## src/rtl/fifo_arbiter.sv

```systemverilog
// Four-lane merge from upstream FIFOs into one downstream FIFO, one pop every two cycles.
// Define FIFO_ARB_STRICT_PRIO_EN for fixed lowest-index-first priority instead of round-robin.
module fifo_arbiter #(
   parameter int unsigned data_width = 10
) (
   input  logic                  clk,
   input  logic                  reset,
   input  logic [3:0]            empty_in,
   input  logic [data_width-1:0] data_in0,
   input  logic [data_width-1:0] data_in1,
   input  logic [data_width-1:0] data_in2,
   input  logic [data_width-1:0] data_in3,
   input  logic                  almost_full_out,
   output logic [3:0]            pop,
   output logic                  push_out,
   output logic [data_width-1:0] data_out,
   output logic [1:0]            grant_lane,
   output logic                  idle
);

   typedef enum logic [1:0] {StIdle, StIssue, StWait} state_e;

   state_e                state_q;
   logic [3:0]            pop_q;
   logic [1:0]            grant_q;
   logic                  rd_valid_q;
   logic [1:0]            rd_lane_q;
   logic                  push_q;
   logic [data_width-1:0] data_q;

   logic [data_width-1:0] lane_data [4];
   logic                  go;
   logic [1:0]            pick;
   logic [1:0]            rr_idx;

   assign lane_data[0] = data_in0;
   assign lane_data[1] = data_in1;
   assign lane_data[2] = data_in2;
   assign lane_data[3] = data_in3;

   assign go = ~&empty_in & ~almost_full_out;

   // Descending scan so the highest-priority candidate is assigned last and wins.
   always_comb begin
      pick   = grant_q;
      rr_idx = grant_q;
`ifdef FIFO_ARB_STRICT_PRIO_EN
      for (int i = 3; i >= 0; i--) begin
         if (!empty_in[i]) begin
            pick = 2'(i);
         end
      end
`else
      for (int off = 4; off >= 1; off--) begin
         rr_idx = grant_q + 2'(off);
         if (!empty_in[rr_idx]) begin
            pick = rr_idx;
         end
      end
`endif
   end

   always_ff @(posedge clk) begin
      if (reset) begin
         state_q    <= StIdle;
         pop_q      <= 4'b0000;
         grant_q    <= 2'd3;
         rd_valid_q <= 1'b0;
         rd_lane_q  <= 2'd0;
         push_q     <= 1'b0;
         data_q     <= '0;
      end else begin
         // Upstream data is valid the cycle after pop; capture it at the end of that cycle.
         rd_valid_q <= |pop_q;
         rd_lane_q  <= grant_q;
         push_q     <= rd_valid_q;
         if (rd_valid_q) begin
            data_q <= lane_data[rd_lane_q];
         end

         case (state_q)
            StIdle, StWait: begin
               if (go) begin
                  state_q <= StIssue;
                  pop_q   <= 4'b0001 << pick;
                  grant_q <= pick;
               end else begin
                  state_q <= StIdle;
                  pop_q   <= 4'b0000;
               end
            end
            StIssue: begin
               state_q <= StWait;
               pop_q   <= 4'b0000;
            end
            default: begin
               state_q <= StIdle;
               pop_q   <= 4'b0000;
            end
         endcase
      end
   end

   assign pop        = pop_q;
   assign push_out   = push_q;
   assign data_out   = data_q;
   assign grant_lane = grant_q;
   assign idle       = (state_q == StIdle) && (pop_q == 4'b0000) && !rd_valid_q;

endmodule
```

## config.mk

```make
export PLATFORM = sky130hd
export DESIGN_NAME = fifo_arbiter
export DESIGN_NICKNAME = d
export VERILOG_FILES = /design/src/rtl/fifo_arbiter.sv
export SDC_FILE = /design/constraint.sdc
export NUM_CORES = 1
export LEC_CHECK = 0
export ABC_AREA = 1
export BUFFER_PORTS_ARGS = -buffer_cell sky130_fd_sc_hd__buf_2
export CORE_MARGIN = 2
export CORE_UTILIZATION = 44
export CTS_BUF_LIST = sky130_fd_sc_hd__clkbuf_16
export CTS_CLUSTER_DIAMETER = 150
export DETAILED_ROUTE_END_ITERATION = 8
export PLACE_DENSITY_LB_ADDON = 0.2
export SKIP_CTS_REPAIR_TIMING = 1
export SYNTH_ARGS = -nofsm -noshare
export SYNTH_HDL_FRONTEND = slang
export SYNTH_SLANG_ARGS = --single-unit
```

## constraint.sdc

```tcl
create_clock -name clk -period 1.74 [get_ports clk]
set_input_delay 0.087 -clock clk [delete_from_list [all_inputs] [get_ports clk]]
set_output_delay 0.087 -clock clk [all_outputs]
set_load 0.05 [all_outputs]
```

# ---- After elaboration in Yosys (flattened, before gate mapping)
# Index checks and enable logic that the tools add are counted.
dict set report totals {
  register_bits 22
  out_inout_bits 18
  word_cells 47
}
dict set report op_classes {
  addsub 3
  magnitude_cmp 4
  eq_ne 2
  shifts 1
  n_mux 14
  bitwise 5
  n_reduce_logical 11
}
# cell count
set ops {}
lappend ops {{$bmux W10 S2} 1}
lappend ops {{$mux W10} 2}
lappend ops {{$lt A2 B3 Y1 const B} 3}
lappend ops {{$bmux W1 S2} 3}
lappend ops {{$mux W2} 3}
lappend ops {{$add A2 B2 Y2 const B} 2}
lappend ops {{$logic_not A4 Y1} 1}
lappend ops {{$mux W1} 4}
lappend ops {{$pmux W2 S2} 1}
lappend ops {{$reduce_and A4 Y1} 1}
lappend ops {{$reduce_or A4 Y1} 1}
lappend ops {{$shl A1 B2 Y4 const A} 1}
lappend ops {{$ge A3 B3 Y1 const B} 1}
lappend ops {{$not A1 Y1} 3}
lappend ops {{$not A2 Y3} 1}
lappend ops {{$reduce_or A3 Y1} 1}
lappend ops {{$add A2 B1 Y2 const B} 1}
lappend ops {{$eq A2 B1 Y1 const B} 1}
lappend ops {{$eq A2 B2 Y1 const B} 1}
lappend ops {{$logic_and A1 B1 Y1} 2}
lappend ops {{$logic_not A1 Y1} 2}
lappend ops {{$logic_not A2 Y1} 1}
lappend ops {{$reduce_and A2 Y1} 1}
lappend ops {{$reduce_or A2 Y1} 1}
lappend ops {{$and A1 B1 Y1} 1}

# ---- Logic depth before layout (Yosys ltp)
# Gate-level depths: netlist of run 1.
dict set report depth {
  ltp_word 7
  depth_mapped 12
  mapped_depth_nobuf 11
}

# ---- Worst setup path before layout of run 1
# Ideal clock, no wire load.
dict set report synth_path {
  path_kind {register -> output}
  start {register pop_q[3], in the netlist pop[3]}
  end {output idle}
  arrival_ns 2.361
  required_ns 1.653
  setup_slack_ns -0.708
  path_stages_with_launch 4
  path_cell_list {dfxtp_1 > nor4_1 > inv_1 > nor4_1}
}
dict set report synth_via {
  elab_chain_len 3
}
# element line
set synth_lines {}
lappend synth_lines {{start: declaration} 24} ;# logic [3:0] pop_q;
lappend synth_lines {{start signal: assignment} 85} ;# pop_q <= 4'b0001 << pick;
lappend synth_lines {{$logic_not A4 Y1} 108} ;# assign idle = (state_q == StIdle) && (pop_q == 4'b0000) && !rd_valid_q;
lappend synth_lines {{$logic_and A1 B1 Y1 (2 in series)} 108}
lappend synth_lines {{end: declaration} 18} ;# output logic idle
# No other way between the ends.

# ---- Worst setup path in the final report of run 1
# Ends and elaborated chain as after synthesis.

==> results.tsv, run 1 <==
stage	metric	value	unit
timing	fin_crit_sh	90.9	%
critical_path	worstReg2RegStart	grant_lane[0]	
critical_path	crit_start	pop[3]	
place	hpwlAfterDp	2.21	mm
floorplan	die_x	56.6	um
grt	grt_use_total	18.8	%
layout	drive_gt1_share	37.7	%
routing	met3_wirelength	209	um
grt	gr-total-overflow	0	
timing	fmax	632	MHz
status	status	finished, final reports clean	
routing	avgRoutedWirePerCell	11.1	um
hold_path	hold_class	input pin to flop	
critical_path	arrival	1.50	ns
place	io_buffer_count	64	
yosys	synth_area	1220	um^2
grt	grt_pass1_wl	4.86	mm
layout	antennaDiodeCount	0	
layout	final_cell_mix	buf_2, nor2_1, dfxtp_1	
routing	top_layer	met4	
floorplan	core	2690	um^2
clock_tree	insertion_delay	0.25	ns
timing	worst_pin_slew	0.750	ns
pwr	p_comb_share	32.7	%
timing	layout_setup_ws	0.158	ns
yosys	yosysTopAreaCell	dfxtp_1	
routing	wl_met1	1.30	mm
routing	route.met2.wl	1.36	mm
routing	wirelength	2.91	mm
place	dp_slack	0.258	ns
routing	dr.pass1.iters	4	
yosys	synth_top_area_share	36.2	%
critical_path	crit_required	1.65	ns
timing	min_period	1.58	ns
floorplan	die_h	56.6	um
pwr	swShare	34.9	%
layout	finalNetCount	279	
routing	vias	1319	
layout	areaGrowthSynthToFinish	36.8	%
clock_tree	cts_tree	done	
yosys	synth_nets	217	
grt	grt_max_degree	23	
floorplan	core.rowCount	19	
critical_path	crit_path_max_fanout	2	
routing	drt_iter0_drc	51	
pwr	total_power	0.00187	W
layout	final_common_cell	buf_2	
yosys	synth_cell_types	23	
layout	fillers	276	
pwr	p_seq_share	33.2	%
grt	antenna_found_initial	0	
timing	rsz0062_at_grt	no	
pwr	clockPowerShare	34.1	%
clock_tree	cts_buffers	3	
yosys	synth_seq_area_share	36.2	%
routing	drc	0	
timing	finalClockSkew	0.00534	ns
routing	ant_nets	0	
yosys	ys_seq_elements	22	
grt	grt_pass1_vias	1157	
hold_path	hp-start	reset	
timing	relSlewSlack	50.0	%
routing	via_per_inst	5.03	
floorplan	ioPinCount	65	
layout	finalCoreUtilization	62.0	%
pwr	powerDensity	1130	nW/um^2
yosys	synthCells	170	
floorplan	die-area	3200	um^2
pwr	internal_power	0.00122	W
timing	finalSetupTns	0	ns
place	place.gp.congestion	0.848	
clock_tree	htreeDepth	1	
timing	hold_violations	0	
timing	finalSetupViolations	0	
pwr	power_leakage	0.915	nW
critical_path	cp-end-kind	output port	
clock_tree	cts_buffer_depth	2	
floorplan	start_util	45.3	%
timing	final_max_slew_viol_count	0	
clock_tree	cts_root_buf	clkbuf_16	
critical_path	critical_path.startpoint_type	flop	
critical_path	path_class	flop to output port	
clock_tree	cts.clk_slew.worst_paths	0.06	ns
pwr	irDropWorstVdd	0.000915	V
pwr	switchingPower	0.000654	W
yosys	postSynthAreaPerCell	7.16	um^2
yosys	ys_warn_count	0	
run	drv_cap	0	
yosys	synth_area_leaders	dfxtp_1, nor2_1, o21ai_1	
clock_tree	cts_sinks	22	
## cell type report
cell class	instances	area [um^2]	share of cell area, %
Clock inverter	1	30.0	1.80
Inverter	20	80.1	4.81
Sequential cell	22	440	26.4
Timing Repair Buffer	66	335	20.1
Tap cell	31	38.8	2.33
Multi-Input combinational cell	119	666	40.0
Clock buffer	3	75.1	4.51
## routing by layer
layer  global-route usage (%)  up-vias
li1                         -      688
met5                        0        -
met4                     6.46        0
met3                     4.15        4
met1                     23.9      588
met2                     31.2       39
## cell families (layout without fill, tap and decap cells)
| kind of cell | Yosys count | after routing | share of synthesized area [%] |
|---|---|---|---|
| flip-flops | 22 | 22 | 36.2 |
| multiplexers | 10 | 10 | 8.22 |
| buffers and inverters | 29 | 90 | 10.4 |
| AO/OA/AOI/OAI | 32 | 32 | 16.2 |
| AND/OR/NAND/NOR | 77 | 77 | 29.0 |
## per-stage QoR
| stage | instance area, um^2 | std cells | hold WS, ns |
|---|---|---|---|
| 6_report | 1670 | 262 | 0.117 |
| 5_1_grt | 1670 | 262 | 0.123 |
| 4_1_cts | 1670 | 262 | 0.115 |
| 3_5_place_dp | 1560 | 258 | 0.386 |
| 3_3_place_gp | 1560 | 258 | 0.383 |
| 2_1_floorplan | 1230 | 170 | 0.293 |
## synthesized netlist by cell type
cell type   n
a21oi_1     1
inv_6       1
clkbuf_1    6
dfxtp_1    22
nand3_1     7
buf_2       1
mux2i_1    10
nand4_1     1
nand2_2     9
o21ai_1    21
or2_0       1
buf_6       1
nor2_1     32
o221ai_1   10
inv_2       3
inv_1      15
nand2_1    20
nor3_1      1
nor4_1      2
or2_1       1
clkinv_1    1
nand3_2     3
buf_4       1
## sequential cells by signal, summed over array words and instances (netlist names)
register,count
data_out,10
state_q,2
push_out,1
rd_lane_q,2
grant_lane,2
rd_valid_q,1
pop,4
## worst paths after layout
check	end	slack, ns	cells after the start
hold reg to reg	state_q[1]	0.48	2
setup / recovery	idle	0.16	4
setup reg to reg	pop[0]	0.26	10
hold / removal	state_q[1]	0.12	2
## power by group through the flow
stage	logic [W]	registers, W	clock network (W)
after CTS	0.000620	0.000622	0.000655
after detailed placement	0.000617	0.000633	0
after floorplan	0.000337	0.000762	0
after global routing	0.000675	0.000630	0.000673
after global placement	0.000614	0.000631	0
final	0.000613	0.000622	0.000639
## worst max-delay path, cell delays in order (launching register included)
cell,delay (ns)
dfxtp_1,0.31
nor4_1,0.37
inv_1,0.13
nor4_4,0.13
buf_2,0.30
(Power assumes the default switching activity.)
==> run 2, diff against run 1 <==
CORE_ASPECT_RATIO = 1.4   (was unset)
==> results.tsv, run 2 (same netlist as run 1, synthesis figures left out) <==
stage	metric	value	unit	change
layout	final_common_cell	buf_2		
critical_path	path_cells	nor4_1 > inv_1 > nor4_4 > buf_2		
grt	grt_pass1_vias	1210		+4.6%
pwr	clockPowerShare	27.4	%	-6.7 points
routing	dr.pass1.iters	4		unchanged
critical_path	reg2reg_depth	9		-1
critical_path	rrSetupSlack	0.26	ns	about the same
layout	largest_reg_flops	10		unchanged
critical_path	worstReg2RegStart	grant_lane[0]		
critical_path	cp-end-kind	output port		
routing	ant_nets	0		unchanged
routing	wirelength	3.01	mm	+3.4%
pwr	swShare	37.3	%	+2.4 points
clock_tree	insertion_delay	0.25	ns	about the same
timing	worst_pin_slew	0.747	ns	-0.00303 ns
pwr	irDropWorstVdd	0.000872	V	-4.7%
clock_tree	cts.clk_slew.worst_paths	0.06	ns	about the same
timing	fin_crit_sh	91.9	%	+1.0 points
grt	antenna_found_initial	0		unchanged
place	dp_slack	0.258	ns	-0.000555 ns
critical_path	crit_start	pop[3]		
grt	met3_usage	4.52	%	+0.38 points
critical_path	critPathSlowestCell	nor4_1		
routing	vias	1323		+0.30%
floorplan	core	2620	um^2	-2.7%
timing	finalClockSkew	0.000615	ns	-0.00473 ns
layout	fillers	245		-11%
hold_path	hold_class	input pin to flop		
routing	drt_iter0_drc	11		-78%
timing	min_period	1.60	ns	+0.0176 ns
clock_tree	cts_buffers	3		unchanged
layout	final_cell_mix	buf_2, nor2_1, dfxtp_1		
timing	final_max_slew_viol_count	0		unchanged
layout	drive_gt1_share	37.5	%	-0.16 points
clock_tree	cts_root_buf	clkbuf_16		
pwr	p_comb_share	35.9	%	+3.2 points
layout	areaGrowthSynthToFinish	35.8	%	
critical_path	reg2reg_to	pop[3]		
timing	rsz0062_at_grt	no		
clock_tree	cts_tree	done		
grt	grtUsageMet2	37.3	%	+6.1 points
timing	finalSetupTns	0	ns	unchanged
status	status	finished, final reports clean		
critical_path	endpoint	idle		
place	place.gp.congestion	0.856		+0.85%
floorplan	die_h	66.2	um	+17%
critical_path	critical_path.startpoint_type	flop		
critical_path	crit_required	1.65	ns	about the same
timing	whs	0.112	ns	-0.00439 ns
pwr	switchingPower	0.000638	W	-2.5%
run	drv_cap	0		unchanged
timing	layout_setup_ws	0.140	ns	-0.0176 ns
pwr	internal_power	0.00107	W	-12%
floorplan	ioPinCount	65		unchanged
place	io_buffer_count	64		unchanged
critical_path	arrival	1.51	ns	about the same
grt	grt_use_total	18.9	%	+0.037 points
floorplan	die-area	3210	um^2	+0.18%
routing	drc	0		unchanged
grt	grt_max_degree	23		unchanged
routing	avgRoutedWirePerCell	11.2	um	+1.1%
layout	finalNetCount	280		+0.36%
clock_tree	cts_buffer_depth	2		unchanged
layout	antennaDiodeCount	0		unchanged
floorplan	core.rowCount	22		+3
pwr	p_seq_share	36.7	%	+3.5 points
clock_tree	cts_sinks	22		unchanged
grt	grt_util_met1	20.0	%	-4.0 points
floorplan	die_x	48.5	um	-14%
timing	relSlewSlack	50.2	%	+0.20 points
floorplan	start_util	46.6	%	+1.2 points
routing	via_per_inst	4.94		-1.9%
place	hpwlAfterDp	2.29	mm	+3.8%
critical_path	max_stage_delay	0.39	ns	+0.02 ns
grt	gr-total-overflow	0		unchanged
pwr	power_leakage	0.907	nW	-0.83%
timing	finalSetupViolations	0		unchanged
timing	fmax	625	MHz	-1.1%
critical_path	path_class	flop to output port		
clock_tree	htreeDepth	1		unchanged
grt	grt_pass1_wl	4.92	mm	+1.3%
critical_path	crit_path_max_fanout	2		unchanged
pwr	powerDensity	1030	nW/um^2	-8.1%
grt	top_usage_layer	met2		
layout	finalCoreUtilization	63.2	%	+1.2 points
timing	hold_violations	0		unchanged
## run 2: cell types whose count changed in the layout (fill, tap and decap cells not counted)
| cell | change |
|---|---|
| buf_4 | +1 |
| bufinv_16 | -1 |
| clkinv_1 | +1 |
## run 2: per-layer routing
layer  share of wire (%)  wire [um]  vias to the layer above
li1                    -          -                      691
met1                  42       1280                      580
met2                  49       1480                       48
met3                 7.4        222                        4
met4                 1.1         32                        0
met5                   0          0                        -
## run 2: worst max-delay path: cells and delay by family (launching register included)
| family | cells | cell delay [ns] |
|---|---|---|
| buf+inv | 2 | 0.43 |
| flops | 1 | 0.31 |
| simple gates | 2 | 0.53 |
## run 2: power by group through the flow
stage	Combinational [W]	Clock, W	Sequential, W
4_1_cts	0.000619	0.000483	0.000627
3_5_place_dp	0.000616	0	0.000637
3_3_place_gp	0.000611	0	0.000638
2_1_floorplan	0.000337	0	0.000762
6_report	0.000615	0.000468	0.000627
5_1_grt	0.000670	0.000501	0.000638
## run 2: final cells by class
type | count | area [um^2] | share of cell area, %
clock buffer | 3 | 75.1 | 4.54
multi-input combinational | 119 | 666 | 40.3
timing repair buffer | 67 | 343 | 20.7
sequential | 22 | 440 | 26.6
tap | 36 | 45.0 | 2.73
clock inverter | 1 | 3.75 | 0.227
inverter | 20 | 80.1 | 4.84
## run 2: worst min path at each step
| stage | startpoint | to | slack (ns) | depth (start not counted) |
|---|---|---|---|---|
| after global routing | reset | push_out | 0.13 | 2 |
| after CTS | reset | rd_lane_q[0] | 0.11 | 2 |
| after global placement | reset | push_out | 0.37 | 2 |
| after floorplan | almost_full_out | grant_lane[1] | 0.29 | 3 |
| final | reset | rd_lane_q[0] | 0.11 | 2 |
| after detailed placement | reset | rd_lane_q[0] | 0.37 | 2 |
## run 2: through the flow
step                cells  power, W  area [um^2]
floorplan             170   0.00110         1230
finish                268   0.00171         1650
global placement      264   0.00125         1570
CTS                   268   0.00173         1650
global route          268   0.00181         1650
detailed placement    264   0.00125         1570
==> run 3, diff against run 2 <==
PLACE_DENSITY = 0.79   (was unset)
PLACE_DENSITY_LB_ADDON = unset   (was 0.2)
SKIP_LAST_GASP = 1   (was unset)
==> results.tsv, run 3 (same netlist as run 1, synthesis figures left out) <==
stage	metric	value	unit	change
routing	via_per_inst	4.94		about the same
pwr	clockPowerShare	33.6	%	+6.2 points
critical_path	critical_path_depth	4		unchanged
place	place.gp.congestion	0.830		-3.0%
routing	wirelength	2.96	mm	-1.5%
clock_tree	cts_buffers	3		unchanged
grt	grt_pass1_vias	1148		-5.1%
grt	antenna_found_initial	0		unchanged
timing	relSlewSlack	49.8	%	-0.35 points
clock_tree	cts_sinks	22		unchanged
routing	drc	0		unchanged
floorplan	start_util	46.6	%	unchanged
timing	hold_violations	0		unchanged
routing	drt_iter0_drc	32		+21
hold_path	whs_path_depth	2		unchanged
layout	finalNetCount	279		-0.36%
pwr	p_seq_share	32.9	%	-3.8 points
clock_tree	htreeDepth	1		unchanged
pwr	p_comb_share	33.5	%	-2.4 points
floorplan	die-area	3210	um^2	unchanged
pwr	power_leakage	0.919	nW	+1.3%
critical_path	arrival	1.47	ns	-0.04 ns
timing	finalSetupTns	0	ns	unchanged
routing	dr.pass1.iters	4		unchanged
critical_path	cp.buffers_inverters	2		unchanged
critical_path	cp-end-kind	output port		
clock_tree	cts_buffer_depth	2		unchanged
layout	final_cell_mix	buf_2, nor2_1, dfxtp_1		
layout	areaGrowthSynthToFinish	38.3	%	
pwr	powerDensity	1110	nW/um^2	+7.7%
timing	finalSetupViolations	0		unchanged
floorplan	core.rowCount	22		unchanged
layout	drive_gt1_share	37.7	%	+0.16 points
layout	layoutNonFillerInstCount	267		-0.37%
timing	fin_crit_sh	89.4	%	-2.5 points
pwr	swShare	34.7	%	-2.6 points
grt	grt_max_degree	23		unchanged
run	drv_cap	0		unchanged
grt	grt_use_total	18.7	%	-0.14 points
critical_path	crit_path_max_fanout	2		unchanged
pwr	irDropWorstVdd	0.000755	V	-13%
critical_path	path_class	flop to output port		
critical_path	critical_path.startpoint_type	flop		
timing	final_max_slew_viol_count	0		unchanged
timing	min_period	1.56	ns	-0.0442 ns
layout	fillers	214		-13%
layout	final_common_cell	buf_2		
place	place_inst	263		-0.38%
floorplan	core	2620	um^2	unchanged
timing	rsz0062_at_grt	no		
clock_tree	cts_root_buf	clkbuf_16		
critical_path	critical-path-top-delay-family	simple AND/OR/NAND/NOR gates		
routing	ant_nets	0		unchanged
clock_tree	cts.clk_slew.worst_paths	0.06	ns	about the same
timing	worst_pin_slew	0.752	ns	+0.00527 ns
clock_tree	cts_tree	done		
pwr	internal_power	0.00123	W	+14%
timing	finalClockSkew	0.000487	ns	-0.000128 ns
status	status	finished, final reports clean		
routing	vias	1319		-0.30%
place	hpwlAfterDp	2.23	mm	-2.8%
critical_path	reg2reg_depth	10		+1
grt	gr-total-overflow	0		unchanged
layout	largest_reg_flops	10		unchanged
place	io_buffer_count	64		unchanged
critical_path	crit_required	1.65	ns	about the same
critical_path	path_cells	nor4_1 > inv_1 > nor4_4 > buf_2		
clock_tree	insertion_delay	0.25	ns	about the same
floorplan	die_h	66.2	um	unchanged
grt	grt_pass1_wl	4.82	mm	-2.1%
timing	fmax	643	MHz	+2.8%
critical_path	critPathSlowestCell	nor4_1		
floorplan	die_x	48.5	um	unchanged
routing	avgRoutedWirePerCell	11.1	um	-1.2%
layout	antennaDiodeCount	0		unchanged
critical_path	max_stage_delay	0.34	ns	-0.05 ns
floorplan	ioPinCount	65		unchanged
pwr	switchingPower	0.000650	W	+1.9%
hold_path	hold_class	input pin to flop		
## run 3: layer usage
layer / wire length (um) / GRT usage [%] / up-vias / share of wire, %
met1: 1290 / 22.0 / 575 / 44
met3: 262 / 4.52 / 2 / 8.8
met4: 10 / 5.36 / 0 / 0.34
li1: - / - / 687 / -
met5: 0 / 0 / - / 0
met2: 1400 / 33.9 / 55 / 47
## run 3: cell type report
type                    instances  area, um^2  share of cell area [%]
flip-flops and latches         22         440                    26.2
clock buffers                   3        75.1                    4.46
clock inverters                 1        30.0                    1.78
well taps                      36        45.0                    2.67
multi-input cells             119         666                    39.5
repair buffers                 66         348                    20.7
inverters                      20        80.1                    4.75
## run 3: worst paths after layout
check | startpoint | end | slack, ns
worst max register to register | grant_lane[0] | pop[0] | 0.25
worst min-delay path | reset | rd_lane_q[0] | 0.11
worst min register to register | pop[0] | rd_valid_q | 0.48
worst max-delay path | pop[3] | idle | 0.18
## run 3: stage by stage
step	util [%]	hold WS (ns)	setup WS, ns	total power, W	cell area (um^2)
after global routing	64.4	0.113	0.00636	0.00197	1680
after global placement	60.4	0.379	0.311	0.00125	1580
after floorplan	-	0.293	0.0911	0.00110	1230
after detailed placement	60.4	0.377	0.253	0.00125	1580
final	64.4	0.110	0.184	0.00188	1680
after CTS	64.4	0.111	0.170	0.00189	1680
## run 3: power by group through the flow
| stage | logic, W | registers [W] | clock network, W |
|---|---|---|---|
| 2_1_floorplan | 0.000337 | 0.000762 | 0 |
| 3_3_place_gp | 0.000624 | 0.000626 | 0 |
| 3_5_place_dp | 0.000627 | 0.000627 | 0 |
| 4_1_cts | 0.000631 | 0.000617 | 0.000644 |
| 5_1_grt | 0.000684 | 0.000626 | 0.000664 |
| 6_report | 0.000628 | 0.000617 | 0.000631 |
